`config.mk`:
```
export PLATFORM = sky130hd
export DESIGN_NAME = vol_bar_render
export DESIGN_NICKNAME = d
export VERILOG_FILES = /design/src/rtl/vol_bar_render.sv
export SDC_FILE = /design/constraint.sdc
export NUM_CORES = 1
export LEC_CHECK = 0
export ABC_AREA = 1
export BUFFER_PORTS_ARGS = -buffer_cell sky130_fd_sc_hd__clkbuf_2
export CAP_MARGIN = 30
export CORE_UTILIZATION = 40
export CTS_CLUSTER_SIZE = 12
export DETAILED_ROUTE_END_ITERATION = 8
export MAX_ROUTING_LAYER = met4
export SLEW_MARGIN = 10
export SYNTH_ARGS = -nofsm -noshare
export SYNTH_HDL_FRONTEND = slang
export SYNTH_SLANG_ARGS = --single-unit
```
`constraint.sdc`:
```
create_clock -name clk -period 9.6 [get_ports clk]
set_input_delay 0.96 -clock clk [delete_from_list [all_inputs] [get_ports clk]]
set_output_delay 0.96 -clock clk [all_outputs]
set_load 0.05 [all_outputs]
```
`src/rtl/vol_bar_render.sv`:
```
// Volume bar renderer for a WIDTH x HEIGHT RGB565 OLED.
// Two-stage pixel pipeline (coordinates, then colour) driven by the OLED
// driver's sample requests, with per-frame shadowing of all render inputs
// and a peak-hold marker that decays one level per frame after a hold time.
module vol_bar_render #(
   parameter int WIDTH            = 96,
   parameter int HEIGHT           = 64,
   parameter int PEAK_HOLD_FRAMES = 30
) (
   input  logic        clk,
   input  logic        rst_n,
   input  logic        frame_begin,
   input  logic        sample_pixel,
   input  logic [12:0] pixel_index,
   input  logic [3:0]  vol_level,
   input  logic        border_en,
   input  logic        bar_en,
   input  logic [15:0] bor_col,
   input  logic [15:0] bg_col,
   input  logic [15:0] volCol_top,
   input  logic [15:0] volCol_mid,
   input  logic [15:0] volCol_bot,
   output logic [15:0] oled_data,
   output logic [3:0]  peak_level
);

   localparam int NPIX   = WIDTH * HEIGHT;
   localparam int XW     = (WIDTH  > 1) ? $clog2(WIDTH)  : 1;
   localparam int YW     = (HEIGHT > 1) ? $clog2(HEIGHT) : 1;
   localparam int HW_RAW = $clog2(PEAK_HOLD_FRAMES + 1);
   localparam int HW     = (HW_RAW > 0) ? HW_RAW : 1;

   // Bar geometry in screen coordinates.
   localparam int BAR_X0   = 40;
   localparam int BAR_X1   = 55;
   localparam int BAR_YBOT = 58;
   localparam int NSEG     = 15;

   // Per-frame shadow copies of everything the renderer looks at.
   logic [3:0]  sh_vol;
   logic        sh_border_en;
   logic        sh_bar_en;
   logic [15:0] sh_bor;
   logic [15:0] sh_bg;
   logic [15:0] sh_top;
   logic [15:0] sh_mid;
   logic [15:0] sh_bot;

   // Stage-1 pipeline registers.
   logic          s1_valid;
   logic          s1_oor;
   logic [XW-1:0] s1_x;
   logic [YW-1:0] s1_y;

   logic [HW-1:0] hold_cnt;
   logic [15:0]   pix_colour;

   // Capture render inputs at the start of each frame.
   // NOTE: reset is sampled on the clock edge and every register uses <=, so
   // all state moves together on the edge with no ordering races.
   always_ff @(posedge clk) begin
      if (!rst_n) begin
         sh_vol       <= '0;
         sh_border_en <= 1'b0;
         sh_bar_en    <= 1'b0;
         sh_bor       <= '0;
         sh_bg        <= '0;
         sh_top       <= '0;
         sh_mid       <= '0;
         sh_bot       <= '0;
      end else if (frame_begin) begin
         sh_vol       <= vol_level;
         sh_border_en <= border_en;
         sh_bar_en    <= bar_en;
         sh_bor       <= bor_col;
         sh_bg        <= bg_col;
         sh_top       <= volCol_top;
         sh_mid       <= volCol_mid;
         sh_bot       <= volCol_bot;
      end
   end

   // Peak hold: jump up immediately, hold for a while, then fall one level per frame.
   always_ff @(posedge clk) begin
      if (!rst_n) begin
         peak_level <= '0;
         hold_cnt   <= '0;
      end else if (frame_begin) begin
         if (vol_level > peak_level) begin
            peak_level <= vol_level;
            hold_cnt   <= HW'(PEAK_HOLD_FRAMES);
         end else if (hold_cnt != '0) begin
            hold_cnt <= hold_cnt - 1'b1;
         end else if (peak_level != '0) begin
            peak_level <= peak_level - 1'b1;
         end
      end
   end

   // Stage 1: split the linear index into x/y and flag off-screen addresses.
   always_ff @(posedge clk) begin
      if (!rst_n) begin
         s1_valid <= 1'b0;
         s1_oor   <= 1'b0;
         s1_x     <= '0;
         s1_y     <= '0;
      end else begin
         s1_valid <= sample_pixel;
         if (sample_pixel) begin
            s1_oor <= (int'({19'd0, pixel_index}) >= NPIX);
            s1_x   <= XW'(int'({19'd0, pixel_index}) % WIDTH);
            s1_y   <= YW'(int'({19'd0, pixel_index}) / WIDTH);
         end
      end
   end

   int x_i;
   int y_i;
   int d_i;
   int seg;
   logic in_seg;
   logic is_border;

   // Colour of the stage-1 pixel from the shadowed theme, border over bar over background.
   // NOTE: every variable gets a default at the top so no path leaves a latch.
   always_comb begin
      x_i        = int'(s1_x);
      y_i        = int'(s1_y);
      d_i        = BAR_YBOT - y_i;
      seg        = d_i / 3;
      in_seg     = (x_i >= BAR_X0) && (x_i <= BAR_X1) && (d_i >= 0)
                   && (d_i < 3 * NSEG) && ((d_i % 3) != 2);
      is_border  = (x_i == 0) || (x_i == WIDTH - 1) || (y_i == 0) || (y_i == HEIGHT - 1);
      pix_colour = sh_bg;
      if (!s1_oor) begin
         if (sh_bar_en && in_seg) begin
            if ((peak_level != '0) && (seg == int'(peak_level) - 1)) begin
               pix_colour = sh_top;
            end else if (seg < int'(sh_vol)) begin
               if (seg < 5)       pix_colour = sh_bot;
               else if (seg < 10) pix_colour = sh_mid;
               else               pix_colour = sh_top;
            end
         end
         if (sh_border_en && is_border) begin
            pix_colour = sh_bor;
         end
      end
   end

   // Stage 2: publish the colour; hold the last value when no pixel is in flight.
   always_ff @(posedge clk) begin
      if (!rst_n) begin
         oled_data <= '0;
      end else if (s1_valid) begin
         oled_data <= pix_colour;
      end
   end

endmodule
```
==> results of run 1 <==
## layout make-up
type / instances / area [µm²]
sequential: 126 / 2520
fill: 2119 / 10600
multi-input combinational: 962 / 4860
clock inverter: 14 / 169
inverter: 165 / 629
tap: 270 / 338
clock buffer: 18 / 439
timing repair buffer: 130 / 712
## routing by layer
layer / vias to the layer above / track usage
li1: 4397 / -
met1: 3625 / 0.332
met2: 186 / 0.313
met3: 33 / 0.0345
met4: 0 / 0.0677
met5: - / -
## power groups by stage
stage	registers, W	logic (W)	clock network (W)
after CTS	0.000600	0.000897	0.000691
final	0.000601	0.000904	0.000685
after global routing	0.000606	0.00102	0.000716
after detailed placement	0.000611	0.000892	0
after floorplan	0.000626	0.000685	0
after global placement	0.000611	0.000891	0
## Yosys cell counts (2+ instances only)
cell type and number:
sky130_fd_sc_hd__buf_4 6, sky130_fd_sc_hd__dfxtp_1 126, sky130_fd_sc_hd__a21boi_2 8, sky130_fd_sc_hd__nor2_1 174, sky130_fd_sc_hd__a21oi_1 98, sky130_fd_sc_hd__xor2_1 5
sky130_fd_sc_hd__ha_1 21, sky130_fd_sc_hd__nand4_1 16, sky130_fd_sc_hd__a21boi_1 5, sky130_fd_sc_hd__nand3_2 9, sky130_fd_sc_hd__or2_2 2, sky130_fd_sc_hd__buf_1 4
sky130_fd_sc_hd__nand3_4 2, sky130_fd_sc_hd__or2_1 2, sky130_fd_sc_hd__o311ai_1 2, sky130_fd_sc_hd__nand2_4 9, sky130_fd_sc_hd__clkinv_1 2, sky130_fd_sc_hd__nor2_4 4
sky130_fd_sc_hd__nand2_2 30, sky130_fd_sc_hd__buf_2 6, sky130_fd_sc_hd__nand3_1 96, sky130_fd_sc_hd__a31oi_1 9, sky130_fd_sc_hd__xnor2_1 2, sky130_fd_sc_hd__inv_1 148
sky130_fd_sc_hd__a211oi_1 4, sky130_fd_sc_hd__buf_6 4, sky130_fd_sc_hd__o21ai_0 114, sky130_fd_sc_hd__inv_4 3, sky130_fd_sc_hd__inv_2 11, sky130_fd_sc_hd__a21oi_2 10
sky130_fd_sc_hd__clkbuf_1 40, sky130_fd_sc_hd__nand2_1 297, sky130_fd_sc_hd__o21ai_1 12, sky130_fd_sc_hd__nor2_2 17
## state kept, by name, indices dropped and copies added, names as in the netlist
name          cells
sh_bor           16
sh_bg            16
peak_level        4
sh_bot           16
hold_cnt          5
s1_valid          1
sh_top           16
sh_mid           16
sh_vol            4
s1_oor            1
sh_bar_en         1
s1_y              6
sh_border_en      1
oled_data        16
s1_x              7
## path summary, 6_finish.rpt
path         cells past startpoint  startpoint  slack [ns]      endpoint
max                             48     s1_y[0]        2.49  oled_data[1]
min                              2     s1_x[6]        0.46       s1_x[6]
max reg2reg                     48     s1_y[0]        2.49  oled_data[1]
min reg2reg                      2     s1_x[6]        0.46       s1_x[6]
## through the flow
step / hold WS [ns] / cells / setup slack (ns) / area (µm²) / utilization
2_1_floorplan: 0.429 / 1314 / 3.78 / 8290 / -
3_3_place_gp: 0.454 / 1649 / 2.43 / 8990 / 0.443
3_5_place_dp: 0.455 / 1650 / 2.54 / 9010 / 0.444
4_1_cts: 0.465 / 1682 / 2.49 / 9620 / 0.474
5_1_grt: 0.499 / 1685 / 1.80 / 9670 / 0.477
6_report: 0.463 / 1685 / 2.49 / 9670 / 0.477
## worst max-delay path: cells and delay by family (launching register included)
kind	cells	cell delay, ns
adder cells (fa/ha/maj)	6	1.34
AO/OA/AOI/OAI	3	0.71
flip-flops	1	0.48
buffers and inverters	12	1.38
AND/OR/NAND/NOR	27	2.98
## kinds of logic after synthesis
family	Yosys count	share of synthesized area
AND/OR/NAND/NOR	666	0.365
XOR/XNOR	7	0.00739
AO/OA/AOI/OAI	268	0.181
adder cells (fa/ha/maj)	21	0.0317
flip-flops	126	0.304
buffers and inverters	226	0.111
==> results list, run 1 <==
- The run finished with clean final reports.
* Internal power of the cells: 0.00126 W
* Die extent in y: 146 µm
- Worst setup path category: register to register
- Floorplan die area: 0.0213 mm²
- Total clock sinks: 126
- Share of synthesized flip-flops with an asynchronous set or reset: 0
- For this run, the total global-route usage over all layers was measured as 0.226.
- Via count of the first global-routing pass: 7413
* Final Total Pwr: 0.00219 W
- The count of final hold-check violations came to 0.
- Setup total negative slack: 0 ns
* I/O Pins: 123
- Hold buffers post-CTS: 0
- Main flop type after synthesis: sky130_fd_sc_hd__dfxtp_1
* Net switching power: 0.000930 W
- Clock latency on the worst-skew pair: 0.44 ns
* Achievable clock frequency: 0.141 GHz
* Largest net degree at the start of global routing: 100
- The cell count after synthesis came out at 1314.
- In this run the power density over the cells is 226 mW/mm².
- Pre-antenna DRT Iters: 5
- 0 antenna diodes ended up in the layout.
- Clock-pin slew was measured on the worst setup and hold paths at about 0.060 ns.
* Share of cells above drive strength 1: 0.195
- Global routing finished with a remaining overflow of 0.
- In this run the remaining antenna-violating nets after routing total 0.
* Measured slew at the worst slew-check pin: 0.882 ns
- The congestion estimate from routability-driven global placement came to 0.901.
- In this run, synthesis inferred 0 flip-flops with an integrated enable.
- Synth Area per Inst: 6.31 µm²
- Shortest period the worst path allows: 7.11 ns
- TritonCTS Buffers: 17
* Register bit count reported by yosys: 126
- Of the post-synthesis cell area, the dominant cell type holds 0.304.
- Summed over all layers, the routed wires come to about 23000 µm.
- In the final routed layout, each cell accounts on average for roughly 14 µm.
- The worst setup path is captured at a register.
* Layout Area Growth over Synthesis: 16.6%
* Data required time at the worst endpoint: 9.89 ns
* Arrival time at the worst endpoint: 7.39 ns
- Slowest stage delay, CP: just under 0.5 ns
- Routed vias/inst: 4.89
* Yosys top cell by area: sky130_fd_sc_hd__dfxtp_1
* Effective utilization at floorplan: 0.409
- In this run the tool buffered the top-level ports with 122 buffer cells.
- Combinational fraction of design power: 0.413
- In the final routing, the length of wire on met1 measures roughly 12000 µm.
- When the netlist entered floorplanning its net count stood at roughly 1400.
- The clock passes through at most 2 buffers.
- Routed wl met2: 9480 µm
- Post-CTS Resized: 0
* Worst-case clock skew: 0.0146 ns
- The worst setup path is launched from a register.
- Setup repair after global routing left no endpoint under its margin.
* Crit path max fanout: 19
- Initial antenna violation count: 0
- The floorplan step defined a core boundary enclosing 0.0203 mm².
* Reported max-cap violation count: 0
* Max transition margin: 0.412
* Post-CTS setup repair buffer count: 0
- For this run, design rule violations remaining after detail routing come to 0.
* H-tree lvl count: 4
- The floorplan has 52 rows.
- Die width: 146 µm
- Sorting the synthesized cells by area gives the leading types as sky130_fd_sc_hd__dfxtp_1 30%, sky130_fd_sc_hd__nand2_1 13%, sky130_fd_sc_hd__nor2_1 7.9%.
- Dpl hpwl: 16700 µm
- Most common cell type on the critical path: sky130_fd_sc_hd__nand2_1
- Share of total power in sequential cells: 0.274
* Highest Signal Layer: met4
- Switching power share of the total: 0.425
- Leaving out fill and tap cells, the most frequent cells in the layout are 297 x sky130_fd_sc_hd__nand2_1, 173 x sky130_fd_sc_hd__nor2_1, 148 x sky130_fd_sc_hd__inv_1, 126 x sky130_fd_sc_hd__dfxtp_1, 122 x sky130_fd_sc_hd__clkbuf_2.
- TritonCTS built the clock tree.
* Hold WC Path Type: register to register
* Max IR drop VDD: 0.155 mV
- Unique cell type count in the Yosys netlist: 50
- Synth warnings: 0
- Dividing the final minimum period by the clock period gives 0.741.
- Area of the mapped netlist: 0.00829 mm²
- The root buffer cell chosen for the clock tree is sky130_fd_sc_hd__clkbuf_16.
* Clock network power share: 0.313
* Total count of max-transition violations in the final report: 0
* Share of synthesized area occupied by flip-flops and latches: 0.304
* Most common cell after layout, fill and taps aside: sky130_fd_sc_hd__nand2_1
* Global-route wire length before repair: 37600 µm
* Highest-delay cell along the critical path: sky130_fd_sc_hd__a21oi_4
- The routed design uses 984 µm of met3 wire.
- Setup violations remaining at the end of the flow were counted as 0.
- After the first detailed-routing iteration, the DRC count stood at 593.
- In this run the static leakage power is around 5 nW.
- At the end of the flow, the number of nets in the layout was 1526.
* Via count: 8241
Note: power is estimated with default switching activity, not from simulation.
==> run 2: changes to the inputs <==
Settings changed: ABC_AREA 1 to 0.
Clock period 9.6 ns to 6.6 ns, I/O delays scaled along.
==> run 2 against run 1 <==
Net effect:
- sequential share of layout area down 1.9 points
- critical path depth is 13 lower
- sequential power increased by 46%
- cell count down 17%
- core utilization rose by 3.6 points
- clock-buffer cell count shrank 1
- synthesized area up 0.98%
- sequential cell count is the same
- register-to-register slack got worse by 2.3 ns
- combinational power increased by 47%
==> results list, run 2 <==
- Minimum setup slack after placement: -0.401 ns (-2.94 ns)
* Final hold viol count: 0 (unchanged)
- The height of the die came to 147 µm (+0.48%).
- Synth warnings: 0 (unchanged)
- The via count of the first global-routing pass came to 7202 (-2.8%).
* Most common cell after layout, fill and taps aside: sky130_fd_sc_hd__dfxtp_1
* Worst setup path category: register to register
- Main flop type after synthesis: sky130_fd_sc_hd__dfxtp_1
- The instance count of the mapped netlist is 979 (-25%).
* Total count of max-transition violations in the final report: 0 (unchanged)
* Critical register-to-register path startpoint: s1_y[0]
* Shortest period the worst path allows: 6.41 ns (-0.696 ns)
- Slowest stage delay, CP: 0.39 ns (-0.10 ns)
* Achievable clock frequency: 0.156 GHz (+11%)
* 1st-iter DRT viols: 806 (+36%)
- Critical Path Start Type: register
- The pin count of the biggest net entering global routing came to 98 (-2.0%).
- The number of antenna repair diodes was 0 (unchanged).
- The routed via count was 7981 (-3.2%).
- Yosys top cell by area: sky130_fd_sc_hd__dfxtp_1
* Final worst-path setup slack: 0.187 ns (-2.30 ns)
- Count of final setup violators: 0 (unchanged)
- The slowest stage of the critical path is the sky130_fd_sc_hd__a2111o_1 cell.
- Maximum number of buffers from clock root to sink: 2 (unchanged)
* I/O Pins: 123 (unchanged)
* Pre-antenna DRT Iters: 7 (+2)
* Post-synthesis share of cell area spent on xor and xnor gates: 0.0208 (+0.0134)
- Clk Tree Root Cell: sky130_fd_sc_hd__clkbuf_16
- The mean post-synth cell area is 8.56 µm² (+36%).
- The leakage component of the power came to 4.42 nW (-9.4%).
* Share of the clock period used by the worst path: 0.972 (+0.231)
* Effective utilization at floorplan: 0.411 (+0.00269)
- The wire length per cell after detailed routing is 18.0 µm (+31%).
- Capturing element type of the critical path: register
- In this run the most critical hold path is launched from sh_top[5].
- Max transition margin: 0.448 (+0.0362)
* Worst flop-to-flop path endpoint: oled_data[7]
* Fraction of the core area covered by cells at the end of the flow: 0.512 (+0.0358)
- The power density over the cells was 306 mW/mm² (+35%).
- TritonCTS clock tree: done
- Data required time at the worst endpoint: 6.89 ns (-3.00 ns)
- The total CTS buffers is 17 (unchanged).
- Unique cell type count in the Yosys netlist: 89 (+78%)
- Final Routed Wirelength: 25200 µm (+8.9%)
- Crit path max fanout: 8 (-11)
- Floorplan die area: 0.0215 mm² (+0.96%)
- Final Total Pwr: 0.00319 W (+46%)
* Share of the synthesized area in compound gates (AO/OA/AOI/OAI): 0.233 (+0.0513)
- Synthesized-area fraction occupied by and/or/nand/nor cells: 0.231 (-0.134)
- The number of max-cap violations came to 0 (unchanged).
- DRC: 0 (unchanged)
* Worst-case clock skew: 0.0119 ns (-0.00277 ns)
* Cells on worst reg2reg path: 35 (-27%)
- Commonest cells in the synthesized netlist: 126 x sky130_fd_sc_hd__dfxtp_1, 103 x sky130_fd_sc_hd__mux2i_1, 101 x sky130_fd_sc_hd__nor2b_1, 72 x sky130_fd_sc_hd__nand2_1, 54 x sky130_fd_sc_hd__clkbuf_1
* IO buf count: 122 (unchanged)
- Arrival time at the worst endpoint: 6.70 ns (-0.69 ns)
- Measured slew at the worst slew-check pin: 0.828 ns (-0.0542 ns)
- The netlist area before placement is 0.00838 mm² (+0.98%).
* Remaining Overflow, GRT: 0 (unchanged)
* Number of rows created at floorplan: 52 (unchanged)
* Routed vias/inst: 5.71 (+17%)
* Final Net Count: 1238 (-19%)
* Number of synthesized flops with an enable pin: 0 (unchanged)
* Share of cells above drive strength 1: 0.276 (+0.0809)
- The area growth from synthesis to layout is 24.6%.
- The overall fraction of global-route tracks in use is 0.239 (+0.0139).
- Setup total negative slack: 0 ns (unchanged)
* Portion of netlist area occupied by mux cells: 0.128 (+0.128)
- The register bit total from synthesis came to 126 (unchanged).
* Initial antenna violation count: 0 (unchanged)
* Share of synthesized flip-flops with an asynchronous set or reset: 0 (unchanged)
- Syn_nets: 1103 (-23%)
* Total clock sinks: 126 (unchanged)
- Clock transition at the register clock pins on the worst setup and hold paths after CTS: 0.07 ns (about the same)
* Most used cells in the layout excluding fill and tap cells: 124 x sky130_fd_sc_hd__dfxtp_1, 120 x sky130_fd_sc_hd__clkbuf_2, 103 x sky130_fd_sc_hd__mux2i_1, 101 x sky130_fd_sc_hd__nor2b_1, 72 x sky130_fd_sc_hd__nand2_1
- Register-to-register path setup slack: 0.19 ns (-2.30 ns)
- Core Area: 0.0204 mm² (+0.32%)
- Adder-Cell Fraction of Synth Area: 0.0326 (+0.000887)
- The half-perimeter wire length after detailed placement came to 17900 µm (+7.5%).
* DRT antenna net count: 0 (unchanged)
- Worst hold stages: 2 (unchanged)
* Die width: 147 µm (+0.48%)
* Hold WC Path Type: register to register
- Global-route wire length before repair: 39800 µm (+6.0%)
- H-tree lvl count: 4 (unchanged)
* Share of Yosys cell area claimed by the top area cell type: 0.301 (-0.00295)
- The path with the worst hold slack has its endpoint at oled_data[5].
* Top cells by area in the synthesized netlist: sky130_fd_sc_hd__dfxtp_1 30%, sky130_fd_sc_hd__mux2i_1 12%, sky130_fd_sc_hd__nor2b_1 7.5%
* Share of synthesized area occupied by flip-flops and latches: 0.301 (-0.00295)
* Routability congestion estimate: 0.904 (+0.30%)
- The final-layout worst hold slack came to 0.487 ns (+0.0240 ns).
* Clock latency on the worst-skew pair: 0.42 ns (-0.02 ns)
* Run status: finished clean
- After synthesis, the largest family of logic cells by area is compound AO/OA/AOI/OAI gates.
- Among all cell types in the netlist, the one instantiated most often is sky130_fd_sc_hd__dfxtp_1.
* Max IR drop VDD: 0.214 mV (+38%)
run 2: what timing repair did:
action                     in CTS  in global routing
pin swaps                       0                 10
hold endpoints to repair        0                  0
setup endpoints to repair      16                 16
gates cloned                    0                  1
resized for setup               6                 21
buffers inserted                0                 18
hold buffers                    0                  0
run 2: report_power, final:
part	total, W	switching, W	internal [W]	leakage, nW
clock	0.000984	0.000435	0.000549	0.303
combinational	0.00133	0.000783	0.000546	3.08
sequential	0.000877	0.0000601	0.000817	1.04
total	0.00319	0.00128	0.00191	4.42
run 2: cell families (layout without fill, tap and decap cells):
family	Yosys count	in the layout
and+or+nand+nor	349	349
AOI/OAI and AO/OA	248	249
DFF	126	126
buffers and inverters	109	256
muxes	106	106
adders and majority gates	22	22
xor gates and xnor gates	19	19
run 2: worst max path at each step:
stage                  from            end  slack, ns  depth (start not counted)
floorplan           s1_y[0]  oled_data[10]      -0.03                         37
global placement    s1_y[0]   oled_data[2]      -0.23                         32
detailed placement  s1_y[0]  oled_data[15]      -0.40                         32
CTS                 s1_y[0]  oled_data[13]       0.03                         33
global route        s1_y[0]   oled_data[7]      -0.14                         35
finish              s1_y[0]   oled_data[7]       0.19                         35
run 2: area by class of cell:
type                    instances  area, µm²
clock inverters                15        190
clock buffers                  17        425
well taps                     270        338
multi-input cells             745       5670
repair buffers                183       1120
fillers                      1941       9930
inverters                      41        163
flip-flops and latches        126       2530
run 2: metal layers:
metal,share of wire,global-route usage
met4,0.016,0.0630
met2,0.43,0.330
met3,0.066,0.0429
met5,0,-
met1,0.49,0.353
run 2: per-stage QoR:
step | std cells | area (µm²)
3_5_place_dp | 1345 | 9530
2_1_floorplan | 979 | 8600
5_1_grt | 1397 | 10400
3_3_place_gp | 1344 | 9510
6_report | 1397 | 10400
4_1_cts | 1377 | 10200
run 2: critical path, delay by kind of cell, from the launching register on:
family / cells / cell delay [ns]
fa+ha+maj: 5 / 0.93
buf+inv: 6 / 0.74
simple gates: 8 / 1.11
flops: 1 / 0.37
xor+xnor: 4 / 0.63
compound gates: 12 / 2.49
==> run 3: changes to the inputs <==
Settings changed: PLACE_DENSITY_LB_ADDON set to 0.15.
==> run 3 against run 2 <==
Net effect:
- non-clock buffer count shrank 19
- combinational power is 3% lower
- cell count fell by 1.4%
- fmax rose by 2.4%
- core utilization shrank 0.60 points
- largest power group unchanged
- total power shrank 2.9%
- hold slack better by 0.0041 ns
- global-route usage decreased by 0.84 points
- sequential share of layout area increased by 0.31 points
- critical endpoint is now oled_data[10]
- clock power is 6.0% lower
==> results list, run 3 (synthesis gave the netlist of run 2 again) <==
* Share of cells above drive strength 1: 0.273 (-0.00339)
- Total global-route track usage: 0.231 (-0.00836)
* Clock transition at the register clock pins on the worst setup and hold paths after CTS: 0.06 ns (about the same)
- Average wire per standard cell: 17.7 µm (-1.7%)
- Routed vias/inst: 5.65 (-1.2%)
* Total power divided by cell area: 300 mW/mm² (-1.8%)
* Total count of max-transition violations in the final report: 0 (unchanged)
- The number of antenna repair diodes came to 0 (unchanged).
- 1st-iter DRT viols: 662 (-18%)
* Most used cells in the layout excluding fill and tap cells: 124 x sky130_fd_sc_hd__dfxtp_1, 120 x sky130_fd_sc_hd__clkbuf_2, 103 x sky130_fd_sc_hd__mux2i_1, 101 x sky130_fd_sc_hd__nor2b_1, 72 x sky130_fd_sc_hd__nand2_1
- The total placed instance area is 0.00942 mm² (-1.2%).
- Final Total Pwr: 0.00310 W (-2.9%)
- The number of placement rows was 52 (unchanged).
* Die width: 147 µm (unchanged)
- The maximum clock path buffer count was 2 (unchanged).
- Hold WC Path Type: input pin to register
- Internal power of the cells: 0.00188 W (-1.6%)
- WHS: 0.491 ns (+0.00406 ns)
- Initial antenna violation count: 0 (unchanged)
- The final worst clock skew came to 0.0133 ns (+0.00141 ns).
* I/O Pins: 123 (unchanged)
- The highest clock frequency the design can meet is 0.160 GHz (+2.4%).
* Dpl hpwl: 17400 µm (-3.1%)
* Clock latency on the worst-skew pair: 0.43 ns (about the same)
* Effective utilization at floorplan: 0.411 (unchanged)
* Count of final setup violators: 0 (unchanged)
- Leakage: 4.34 nW (-1.8%)
* Layout Area Growth over Synthesis: 23.1%
- Fill cells: 1975 (+1.8%)
- In this run the clock root is driven by a sky130_fd_sc_hd__clkbuf_16.
- Critical register-to-register path startpoint: s1_y[0]
- Reported max-cap violation count: 0 (unchanged)
* Worst flop-to-flop path endpoint: oled_data[10]
- IO buf count: 122 (unchanged)
- Final hold viol count: 0 (unchanged)
- The remaining global-route overflow was 0 (unchanged).
- The via count of the first global-routing pass came to 7120 (-1.1%).
- The headroom to the max-slew limit was 0.392 (-0.0561).
* Highest-delay cell along the critical path: sky130_fd_sc_hd__a2111o_1
- Setup crit end: oled_data[10]
- Worst Setup SP: s1_y[0]
- Counting stages on the worst path, the most repeated cell is sky130_fd_sc_hd__ha_4.
- Max IR drop VDD: 0.182 mV (-15%)
- The post-route minimum period came to 6.26 ns (-0.149 ns).
- Largest net degree at the start of global routing: 96 (-2.0%)
* Most common cell after layout, fill and taps aside: sky130_fd_sc_hd__dfxtp_1
* TritonCTS Buffers: 17 (unchanged)
- The critical path in this run is classified as register to register.
- The worst setup path is launched from a register.
* DRC: 0 (unchanged)
- Clock network power share: 0.299 (-0.009)
* Arrival time at the worst endpoint: 6.57 ns (-0.13 ns)
- The sum of negative setup slack came to 0 ns (unchanged).
* Cells on worst reg2reg path: 34 (-2.9%)
- Switching power share of the total: 0.393 (-0.00782)
- Final Net Count: 1219 (-1.5%)
- Measured slew at the worst slew-check pin: 0.912 ns (+0.0842 ns)
- The sequential share of power was 0.284 (+0.009).
- The placeable core region came to 0.0204 mm² (unchanged).
* Pre-antenna DRT Iters: 5 (-2)
* H-tree lvl count: 4 (unchanged)
* Capturing element type of the critical path: register
- The flow ran to the end, and the final reports show no timing, DRC or antenna violations.
- Floorplan die area: 0.0215 mm² (unchanged)
- The combinational share of power is 0.417 (about the same).
* Die extent in y: 147 µm (unchanged)
- The post-layout utilization of the core was 0.506 (-0.00602).
- The required time of the critical path came to 6.90 ns (about the same).
- Crit path max fanout: 8 (unchanged)
* Share of the clock period used by the worst path: 0.949 (-0.0225)
* Unrepaired setup endpoints after global routing: no
- Global-route wire length before repair: 38400 µm (-3.5%)
- Post-route cell area: 0.0103 mm² (-1.2%)
- Slowest stage delay, CP: 0.41 ns (+0.02 ns)
* DRT antenna net count: 0 (unchanged)
- Register-to-register path setup slack: 0.34 ns (+0.15 ns)
* Final Routed Wirelength: 24400 µm (-3.0%)
- The routability congestion estimate from global placement is 0.852 (-5.8%).
* Via count: 7779 (-2.5%)
- Total clock sinks: 126 (unchanged)
- Net switching power: 0.00122 W (-4.8%)
- TritonCTS built the clock tree.
==> run 3: power by group through the flow <==
stage	combinational, W	sequential, W	clock [W]
after floorplan	0.000866	0.000912	0
after global placement	0.00117	0.000895	0
after detailed placement	0.00117	0.000894	0
after CTS	0.00118	0.000878	0.000948
after global routing	0.00141	0.000888	0.000979
final	0.00129	0.000881	0.000925
==> run 3: timing repair <==
| action | 4_1_cts | 5_1_grt |
|---|---|---|
| gates resized for setup | 2 | 34 |
| setup buffers | 0 | 10 |
| gates cloned | 0 | 3 |
| pin swaps | 0 | 12 |
| endpoints found under the setup margin | 12 | 16 |
| hold buffers | 0 | 0 |
==> run 3: how the worst min path moves through the flow <==
stage,startpoint,end,slack (ns),cells past startpoint
after floorplan,sh_top[0],oled_data[0],0.45,2
after global placement,sh_top[11],oled_data[11],0.48,2
after detailed placement,sh_top[11],oled_data[11],0.49,2
after CTS,volCol_mid[4],sh_mid[4],0.48,3
after global routing,bor_col[1],sh_bor[1],0.50,3
final,volCol_bot[12],sh_bot[12],0.49,3
==> run 3: metrics by stage <==
| step | instances | worst slack (ns) |
|---|---|---|
| floorplan | 979 | -0.0312 |
| global placement | 1332 | 0.0728 |
| detailed placement | 1332 | -0.0801 |
| CTS | 1364 | 0.0507 |
| global route | 1378 | 0.0215 |
| finish | 1378 | 0.336 |
==> run 3: routing by layer <==
layer	vias up	share of wire	GRT usage	wire (µm)
met3	21	0.053	0.0416	1290
li1	3856	-	-	-
met5	-	0	-	0
met2	241	0.42	0.312	10300
met1	3661	0.51	0.345	12500
met4	0	0.013	0.0625	323
==> run 3: worst max-delay path: cells and delay by family, from the launching register on <==
kind	cells	cell delay (ns)
AO/OA/AOI/OAI	13	2.63
adder cells (fa/ha/maj)	6	1.27
AND/OR/NAND/NOR	7	0.90
buffers and inverters	5	0.59
flip-flops	1	0.38
XOR/XNOR	3	0.38
==> run 3: layout make-up <==
| class | instances | area [µm²] | area share |
|---|---|---|---|
| multi-input cells | 745 | 5720 | 0.554 |
| flip-flops and latches | 126 | 2530 | 0.245 |
| repair buffers | 164 | 995 | 0.0965 |
| clock buffers | 17 | 425 | 0.0413 |
| well taps | 270 | 338 | 0.0328 |
| inverters | 41 | 158 | 0.0153 |
| clock inverters | 15 | 149 | 0.0144 |
